`config.mk`:
```
export PLATFORM = sky130hd
export DESIGN_NAME = pcm_sample_sequencer
export DESIGN_NICKNAME = d
export VERILOG_FILES = /design/src/rtl/pcm_sample_sequencer_pkg.sv /design/src/rtl/pcm_sample_sequencer_rom_req.sv /design/src/rtl/pcm_sample_sequencer.sv
export SDC_FILE = /design/constraint.sdc
export NUM_CORES = 1
export LEC_CHECK = 0
export CAP_MARGIN = 20
export CORE_UTILIZATION = 45
export DETAILED_ROUTE_END_ITERATION = 10
export PLACE_DENSITY = 0.75
export SLEW_MARGIN = 10
export SYNTH_ARGS = -nofsm -noshare
export SYNTH_HDL_FRONTEND = slang
export SYNTH_SLANG_ARGS = --single-unit
```
`constraint.sdc`:
```
create_clock -name clk -period 2.75 [get_ports clk]
set_input_delay 0.275 -clock clk [delete_from_list [all_inputs] [get_ports clk]]
set_output_delay 0.275 -clock clk [all_outputs]
set_load 0.02 [all_outputs]
```
`src/rtl/pcm_sample_sequencer_pkg.sv`:
```
// Shared sound-subsystem definitions for the PCM sample sequencer:
// FSM states, CPU register map and the fill bytes used for page addresses.
package pcm_sample_sequencer_pkg;

    typedef enum logic [2:0] {
        IDLE,
        FETCH,
        PLAY_HI,
        PLAY_LO,
        STALL,
        DRAIN
    } seq_state_t;

    localparam logic [1:0] REG_START   = 2'd0;
    localparam logic [1:0] REG_END     = 2'd1;
    localparam logic [1:0] REG_TRIGGER = 2'd2;
    localparam logic [1:0] REG_STOP    = 2'd3;

    localparam logic [7:0] PAGE_FIRST_BYTE = 8'h00;
    localparam logic [7:0] PAGE_LAST_BYTE  = 8'hFF;

endpackage

```
`src/rtl/pcm_sample_sequencer_rom_req.sv`:
```
// Single-outstanding ROM request tracker. An aborted request is still held
// until its valid arrives, and that returning data is swallowed.
module pcm_rom_req #(
    parameter int unsigned ADDR_WIDTH = 16
) (
    input  logic                  clk,
    input  logic                  rst_n,
    input  logic                  req,
    input  logic [ADDR_WIDTH-1:0] req_addr,
    input  logic                  abort,
    input  logic                  rom_valid,
    output logic                  rom_rd,
    output logic [ADDR_WIDTH-1:0] rom_addr,
    output logic                  pending,
    output logic                  data_valid
);

    logic discard;

    always_ff @(posedge clk or negedge rst_n) begin
        if (!rst_n) begin
            rom_rd   <= 1'b0;
            rom_addr <= '0;
            discard  <= 1'b0;
        end else if (rom_rd) begin
            if (rom_valid) begin
                rom_rd  <= 1'b0;
                discard <= 1'b0;
            end else if (abort) begin
                discard <= 1'b1;
            end
        end else if (req) begin
            rom_rd   <= 1'b1;
            rom_addr <= req_addr;
            discard  <= 1'b0;
        end
    end

    assign pending    = rom_rd;
    assign data_valid = rom_rd & rom_valid & ~discard;

endmodule

```
`src/rtl/pcm_sample_sequencer.sv`:
```
// Feeds ADPCM nibbles from sample ROM to the decoder, one per sample strobe,
// high nibble first, with a one-byte prefetch and decoder reset while idle.
module pcm_sample_sequencer
    import pcm_sample_sequencer_pkg::*;
#(
    parameter int unsigned ADDR_WIDTH = 16
) (
    input  logic                  clk,
    input  logic                  rst_n,
    input  logic                  cpu_wr,
    input  logic [1:0]            cpu_addr,
    input  logic [7:0]            cpu_din,
    input  logic                  sample_strobe,
    output logic                  rom_rd,
    output logic [ADDR_WIDTH-1:0] rom_addr,
    input  logic [7:0]            rom_data,
    input  logic                  rom_valid,
    output logic [3:0]            nibble,
    output logic                  pcm_rst,
    output logic                  busy,
    output logic                  done,
    output logic                  underrun
);

    seq_state_t            state;
    logic [7:0]            start_page;
    logic [7:0]            end_page;
    logic [ADDR_WIDTH-1:0] addr;
    logic [ADDR_WIDTH-1:0] end_addr;
    logic [7:0]            cur;
    logic [7:0]            nxt;
    logic                  nxt_valid;

    logic                  cmd_trig;
    logic                  cmd_stop;
    logic                  strobe;
    logic                  req;
    logic [ADDR_WIDTH-1:0] req_addr;
    logic                  pending;
    logic                  data_valid;

    // A CPU write in the same cycle as a strobe wins; the strobe is dropped.
    always_comb begin
        cmd_trig = cpu_wr && (cpu_addr == REG_TRIGGER);
        cmd_stop = cpu_wr && (cpu_addr == REG_STOP) && (state != IDLE);
        strobe   = sample_strobe && !cpu_wr;
        req      = 1'b0;
        req_addr = addr;
        if (!cmd_trig && !cmd_stop) begin
            if (state == FETCH && !pending) begin
                req = 1'b1;
            end else if (state == PLAY_HI && strobe && addr != end_addr) begin
                req      = 1'b1;
                req_addr = addr + ADDR_WIDTH'(1);
            end
        end
    end

    pcm_rom_req #(.ADDR_WIDTH(ADDR_WIDTH)) u_rom_req (
        .clk        (clk),
        .rst_n      (rst_n),
        .req        (req),
        .req_addr   (req_addr),
        .abort      (cmd_trig | cmd_stop),
        .rom_valid  (rom_valid),
        .rom_rd     (rom_rd),
        .rom_addr   (rom_addr),
        .pending    (pending),
        .data_valid (data_valid)
    );

    always_ff @(posedge clk or negedge rst_n) begin
        if (!rst_n) begin
            state      <= IDLE;
            start_page <= '0;
            end_page   <= '0;
            addr       <= '0;
            end_addr   <= '0;
            cur        <= '0;
            nxt        <= '0;
            nxt_valid  <= 1'b0;
            nibble     <= '0;
            pcm_rst    <= 1'b1;
            busy       <= 1'b0;
            done       <= 1'b0;
            underrun   <= 1'b0;
        end else begin
            done <= 1'b0;
            if (cpu_wr && cpu_addr == REG_START) start_page <= cpu_din;
            if (cpu_wr && cpu_addr == REG_END)   end_page   <= cpu_din;

            // Restart/stop never wait here: an in-flight fetch is discarded by the tracker,
            // and FETCH holds off its own request until the tracker is free.
            if (cmd_trig) begin
                addr      <= ADDR_WIDTH'({start_page, PAGE_FIRST_BYTE});
                end_addr  <= ADDR_WIDTH'({end_page, PAGE_LAST_BYTE});
                underrun  <= 1'b0;
                busy      <= 1'b1;
                pcm_rst   <= 1'b1;
                nibble    <= '0;
                nxt_valid <= 1'b0;
                state     <= FETCH;
            end else if (cmd_stop) begin
                busy      <= 1'b0;
                pcm_rst   <= 1'b1;
                nibble    <= '0;
                nxt_valid <= 1'b0;
                state     <= IDLE;
            end else begin
                case (state)
                    IDLE: ;
                    FETCH: begin
                        if (data_valid) begin
                            cur     <= rom_data;
                            pcm_rst <= 1'b0;
                            state   <= PLAY_HI;
                        end
                    end
                    PLAY_HI: begin
                        if (strobe) begin
                            nibble <= cur[7:4];
                            state  <= PLAY_LO;
                        end
                    end
                    PLAY_LO: begin
                        if (strobe) begin
                            nibble <= cur[3:0];
                            if (addr == end_addr) begin
                                state <= DRAIN;
                            end else begin
                                addr <= addr + ADDR_WIDTH'(1);
                                if (nxt_valid || data_valid) begin
                                    cur       <= nxt_valid ? nxt : rom_data;
                                    nxt_valid <= 1'b0;
                                    state     <= PLAY_HI;
                                end else begin
                                    underrun <= 1'b1;
                                    state    <= STALL;
                                end
                            end
                        end else if (data_valid) begin
                            nxt       <= rom_data;
                            nxt_valid <= 1'b1;
                        end
                    end
                    STALL: begin
                        if (strobe) nibble <= '0;
                        if (data_valid) begin
                            cur   <= rom_data;
                            state <= PLAY_HI;
                        end
                    end
                    DRAIN: begin
                        if (strobe) begin
                            nibble  <= '0;
                            pcm_rst <= 1'b1;
                            busy    <= 1'b0;
                            done    <= 1'b1;
                            state   <= IDLE;
                        end
                    end
                    default: state <= IDLE;
                endcase
            end
        end
    end

endmodule

```
==> results.md <==
* Run status: finished, final reports clean
* Net count after synthesis at 444
* Max-cap violation count at 0
* Post-synth design cell area at roughly 4400 um^2
* Routed Wire Length at ~10000 um
* Setup Viol. Count Final at 0
* Setup repair after global routing missed its margin: no
* Leading cell type in the layout, fill and taps excluded: sky130_fd_sc_hd__dfrtp_1
* Shortest period the worst path allows at ~2.5 ns
* Most frequent cells in the layout: sky130_fd_sc_hd__dfrtp_1 (86), sky130_fd_sc_hd__nand2_1 (48), sky130_fd_sc_hd__clkdlybuf4s50_1 (46)
* Count of boundary I/O pins at 48
* Number of levels in the clock H-tree at 3
* Worst hold-check path type: reg -> reg
* Filler-free cell count of the finished design at 610
* Worst skew pair latency at 0.36 ns
* VDD IR max at 0.381 mV
* Share of the clock period used by the worst path at between 90% and 100%
* Sequential fraction of the synthesis area at between 40% and 50%
* CP arrival at between 2 and 3 ns
* Number of buffers created by CTS at 9
* Kind of launch point of the worst setup path: flip-flop
* Critical path capture point type: flip-flop
* Share of flip-flops with an asynchronous set or reset at between 90% and 100%
* WL/cell at between 15 and 20 um
* Synthesis-to-finish area growth at 20.4%
* Number of routed nets with antenna violations at 0
* Share of final-layout standard cells stronger than drive strength 1 at between 20% and 30%
* Final sum of negative setup slack at 0 ns
* Rel. slew slack at 55.9%
* Clock tree from TritonCTS: built
* Longest Clk Path Bufs at 2
* Yosys cell types at between 50 and 60
* Nets@finish at 500
* Estimated wirelength of the detail-placed design at about 7200 um
* Die Span Y at 101 um
* DR vias at 3366
* Gr ovfl total at 0
* Count of hold-fix buffers inserted at cts at 1
* Dominant register cell in the synthesized netlist: sky130_fd_sc_hd__dfrtp_1
* Drt pass-1 iters at 4
* Number of hold violations in the final report at 0
* PortBufs at 47
* Clock transition time at the flip-flop clock pins of the worst setup and hold paths at 0.09 ns
* Via count normalized by instance count at 5.52
* # diodes at 0
* DRC errors left at 0
* Per-instance average area after synthesis at 10.4 um^2
* DRC violation total after the first TritonRoute iteration at roughly 190
* Clock tree root buffer cell: sky130_fd_sc_hd__clkbuf_8
* Post-route clock skew at ~0.021 ns
* Hold Path Depth at 2
* Initial Utilization at 46.8%
* Die Width at 101 um
* Number of clock sinks seen by CTS at 87
* Die outline area at between 10000 and 15000 um^2
* Worst Reg2Reg Path Length in Cells at 7
* Start-to-end type of the worst setup path: reg -> reg
* Via count of the first global-routing pass at approximately 3400
* Number of gates given a new drive strength after cts at 0
* Fmax at between 400 and 500 MHz
* Overall fraction of global-route tracks in use at 21.1%
* Global-route wire length before repair at 16500 um
* Gp weighted congestion at 0.874
* Required time reported for the critical path endpoint at 3.00 ns
* Flip-flop and latch count after synthesis at 87
* Largest net degree at the start of global routing at 52
* Cell total after placement at 593
* Core Area at just over 9000 um^2
* Synthesized netlist cell count at 420
* Synthesis Warnings at 0
* Power per Cell Area at 896 nW/um^2
* Critical path peak fanout at 9
* Actual slew at the worst max-slew pin at 0.662 ns
* Placement row count at 35
* Antenna violations before repair at 0
* Total power consumption of the routed design at 0.00471 W
* Number of setup buffers added after CTS at 0
* LEAKAGE at 2.28 nW
* Number of synthesized flops with an enable pin at 0
* Final Max Tran Viols at 0
-- worst max-delay path: stages, from the launching register on --
cell,delay [ns]
sky130_fd_sc_hd__dfrtp_1,0.48
sky130_fd_sc_hd__and4_1,0.39
sky130_fd_sc_hd__nand4_2,0.17
sky130_fd_sc_hd__a211oi_4,0.43
sky130_fd_sc_hd__or2_1,0.33
sky130_fd_sc_hd__buf_4,0.23
sky130_fd_sc_hd__nor3_1,0.07
sky130_fd_sc_hd__a211o_1,0.27
-- sequential cells by signal (all words and copies together) (netlist names), 3 cells and up --
name / cells
addr: 16
u_rom_req.rom_addr: 16
end_addr: 9
cur: 8
end_page: 8
nxt: 8
start_page: 8
nibble: 4
state: 3
-- synthesized netlist by cell type, types with 2 or more instances --
cell type / instances / area share (%)
sky130_fd_sc_hd__buf_2: 11 / 1.3
sky130_fd_sc_hd__nor3b_1: 4 / 0.69
sky130_fd_sc_hd__o21ai_0: 24 / 2.8
sky130_fd_sc_hd__mux2_2: 41 / 11
sky130_fd_sc_hd__nand2b_1: 3 / 0.43
sky130_fd_sc_hd__a221o_1: 7 / 1.6
sky130_fd_sc_hd__or2_2: 4 / 0.57
sky130_fd_sc_hd__o221a_2: 7 / 1.8
sky130_fd_sc_hd__a21boi_0: 2 / 0.34
sky130_fd_sc_hd__and2_1: 5 / 0.72
sky130_fd_sc_hd__and4_1: 2 / 0.40
sky130_fd_sc_hd__a211o_1: 3 / 0.60
sky130_fd_sc_hd__nor2b_1: 4 / 0.57
sky130_fd_sc_hd__nand4_1: 6 / 0.86
sky130_fd_sc_hd__o21a_1: 3 / 0.52
sky130_fd_sc_hd__nand2_1: 48 / 4.1
sky130_fd_sc_hd__xnor2_1: 12 / 2.4
sky130_fd_sc_hd__or3_1: 3 / 0.43
sky130_fd_sc_hd__o21ai_1: 2 / 0.23
sky130_fd_sc_hd__a21oi_1: 16 / 1.8
sky130_fd_sc_hd__inv_1: 8 / 0.69
sky130_fd_sc_hd__nor3_1: 10 / 1.1
sky130_fd_sc_hd__nor2_1: 30 / 2.6
sky130_fd_sc_hd__nor4_1: 5 / 0.72
sky130_fd_sc_hd__or4b_1: 2 / 0.46
sky130_fd_sc_hd__mux2i_1: 6 / 1.4
sky130_fd_sc_hd__a2bb2oi_1: 2 / 0.40
sky130_fd_sc_hd__o22ai_1: 3 / 0.43
sky130_fd_sc_hd__o31ai_1: 2 / 0.34
sky130_fd_sc_hd__clkbuf_1: 12 / 1.0
sky130_fd_sc_hd__nand3_1: 10 / 1.1
sky130_fd_sc_hd__and3_1: 10 / 1.4
sky130_fd_sc_hd__dfrtp_1: 86 / 49
sky130_fd_sc_hd__nand3b_1: 4 / 0.69
-- stage by stage --
stage,hold WS [ns],setup WS [ns],area [um^2],utilization [%]
final,0.472,0.264,5260,56.4
after floorplan,-0.0206,0.579,4370,-
after CTS,0.473,0.295,5260,56.4
after detailed placement,0.357,0.156,5060,54.2
after global placement,0.356,0.216,5060,54.2
after global routing,0.516,0.130,5260,56.4
-- routing by layer --
layer  share of wire, %  global-route usage, %  up-vias  wire length (um)
li1                   -                      -     1619                 -
met1                 46                   29.1     1637              4550
met2                 48                   33.1       91              4750
met3                4.4                   4.51       19               438
met4                1.5                   7.36        0               150
met5                  0                      0        -                 0
-- logic make-up (layout without fill, tap and decap cells) --
family	Yosys count	count (layout)	share of synthesized area, %
muxes	47	47	11.9
adders and majority gates	1	1	0.286
and+or+nand+nor	157	157	18.4
AOI/OAI and AO/OA	82	82	13.5
xor gates and xnor gates	13	13	2.61
buffers and inverters	33	94	3.32
DFF	87	87	49.9
-- final timing paths --
path | start | endpoint | slack (ns)
hold / removal | end_page[0] | end_addr[8] | 0.47
setup / recovery | addr[4] | addr[3] | 0.26
hold reg to reg | end_page[0] | end_addr[8] | 0.47
setup reg to reg | addr[4] | addr[3] | 0.26
max in group asynchronous | rst_n | addr[9] | 1.61
min in group asynchronous | rst_n | addr[6] | 0.49
-- cell type report --
| cell class | count | area, um^2 |
|---|---|---|
| Clock buffer | 9 | 124 |
| Clock inverter | 7 | 65.1 |
| Fill cell | 824 | 4070 |
| Inverter | 8 | 30.0 |
| Multi-Input combinational cell | 300 | 2040 |
| Sequential cell | 87 | 2180 |
| Tap cell | 129 | 161 |
| Timing Repair Buffer | 70 | 656 |
-- power by group --
group / switching, W / leakage, nW / total (W) / internal [W]
Combinational: 0.000880 / 1.11 / 0.00182 / 0.000941
Clock: 0.000509 / 0.0943 / 0.000860 / 0.000351
Sequential: 0.000339 / 1.08 / 0.00203 / 0.00169
Total: 0.00173 / 2.28 / 0.00471 / 0.00298
No activity file was read; power rests on OpenSTA's default activity.
==> RTL change: new RTL, same flow settings <==
`ADDR_WIDTH` is set to 16 in 2 places; all go to 18.
--- a/src/rtl/pcm_sample_sequencer_rom_req.sv
+++ b/src/rtl/pcm_sample_sequencer_rom_req.sv
@@ -1,7 +1,7 @@
 // Single-outstanding ROM request tracker. An aborted request is still held
 // until its valid arrives, and that returning data is swallowed.
 module pcm_rom_req #(
-    parameter int unsigned ADDR_WIDTH = 16
+    parameter int unsigned ADDR_WIDTH = 18
 ) (
     input  logic                  clk,
     input  logic                  rst_n,
--- a/src/rtl/pcm_sample_sequencer.sv
+++ b/src/rtl/pcm_sample_sequencer.sv
@@ -3,7 +3,7 @@
 module pcm_sample_sequencer
     import pcm_sample_sequencer_pkg::*;
 #(
-    parameter int unsigned ADDR_WIDTH = 16
+    parameter int unsigned ADDR_WIDTH = 18
 ) (
     input  logic                  clk,
     input  logic                  rst_n,
Ports: changed (resized rom_addr); port bits go from 48 to 50. No check against the original RTL was run, so the function may have changed too.
==> RTL change against the original RTL <==
- sequential power up 2%
- sequential cell count up 4
- synthesized area up 13%
- wire length up 15%
- global-route usage up 0.62 points
- synthesized cell count up 14%
- non-clock buffer count up 8
- fmax down 0.68%
- largest power group unchanged
- worst setup slack worse by 17 ps
- highest routed layer unchanged
- cell area up 11%
- total power up 6.5%
- count of clock-buffer cells in the layout unchanged
- critical path type unchanged
==> RTL change: results (changes against the original RTL) <==
Cells and area:
- The share of post-route cells with drive strength above 1 is 20.9% (+0.48 points).
- The layout filler cell count came to 926 (+12%).
- The number of nets in the layout is 556 (+11%).

Power and ir drop:
- The leakage power is 0.00258 uW (+13%).
- The maximum ir drop on the vdd rail is 0.362 mV (-5.0%).

Drt:
- The number of DRC violations after detailed-routing iteration 0 is 276 (+48%).
- The count of vias placed by the detailed router came to 3960 (+18%).
- The routed length on met3 is 712 um (+63%).
- The wire length on met2 is 5280 um (+11%).
- The total length of routed wires is 11300 um (+15%).

Yosys:
- The synthesized-area fraction occupied by ao, oa, aoi and oai cells is 14.8% (+1.2 points).
- The count of unique library cells instantiated by Yosys came to 65 (+14%).
- In the synthesized netlist, the cells that appear most often are sky130_fd_sc_hd__dfrtp_1 (90), sky130_fd_sc_hd__nand2_1 (48), sky130_fd_sc_hd__mux2_2 (35), sky130_fd_sc_hd__nor2_1 (33), sky130_fd_sc_hd__inv_1 (22).
- The gate count of the mapped netlist is 477 (+14%).
- The synthesized net count came to 501 (+13%).

Placed design:
- The final weighted congestion in routability-driven placement was 0.903 (+3.3%).
- The detailed placer's ending HPWL is 7880 um (+9.1%).
- The placed instance area is 5650 um2 (+12%).
- The number of buffers inserted by port buffering was 49 (+4.3%).
- The worst-case setup slack after placement was 81.9 ps (-73.6 ps).
- The count of placed standard cells including taps was 656 (+11%).

Setup path:
- The arrival time of data at the critical path endpoint is 2750 ps (+20 ps).
- The largest stage delay on the critical path is 560 ps (+80 ps).
- The launching instance or port of the critical path is addr[0]$_DFFE_PN0P_.
- The register-to-register setup slack is 250 ps (-20 ps).
- The capturing instance or port of the critical path is u_rom_req.rom_addr[16]$_DFFE_PN0P_.
- The maximum fanout along the worst path was 10 (+1).

Worst hold path:
- In this run the worst hold path is classified as in2async.

GRT:
- The largest net degree at the start of global routing came to 47 (-9.6%).
- The total global routing track utilization is 21.7% (+0.62 points).

STA:
- The minimum period implied by the final worst setup slack is 2500 ps (+17.1 ps).

Run status:
- The flow ran to the end, and the final reports show no timing, DRC or antenna violations.
==> RTL change: repair_timing <==
action                    in CTS  in global routing
hold endpoints to repair      44                  0
hold buffers                   1                  0
setup buffers                  0                  0
==> RTL change: cell type report <==
cell class,count,area (um2),area share [%]
multi-input cells,330,2390,40.8
clock buffers,9,124,2.12
inverters,22,82.6,1.41
flip-flops and latches,91,2280,38.9
well taps,136,170,2.91
repair buffers,78,733,12.5
clock inverters,7,76.3,1.30
==> RTL change: power by group through the flow <==
stage / Sequential (uW) / Clock (uW) / Combinational (uW)
4_1_cts: 2070 / 945 / 2020
5_1_grt: 2140 / 994 / 2200
2_1_floorplan: 2160 / 0 / 1230
3_5_place_dp: 2100 / 0 / 2000
3_3_place_gp: 2080 / 0 / 1950
6_report: 2080 / 929 / 2010
==> RTL change: per-layer routing <==
layer,up-vias,GRT usage (%)
met1,1937,29.3
li1,1836,-
met3,18,4.35
met5,-,0
met4,0,8.71
met2,169,34.3
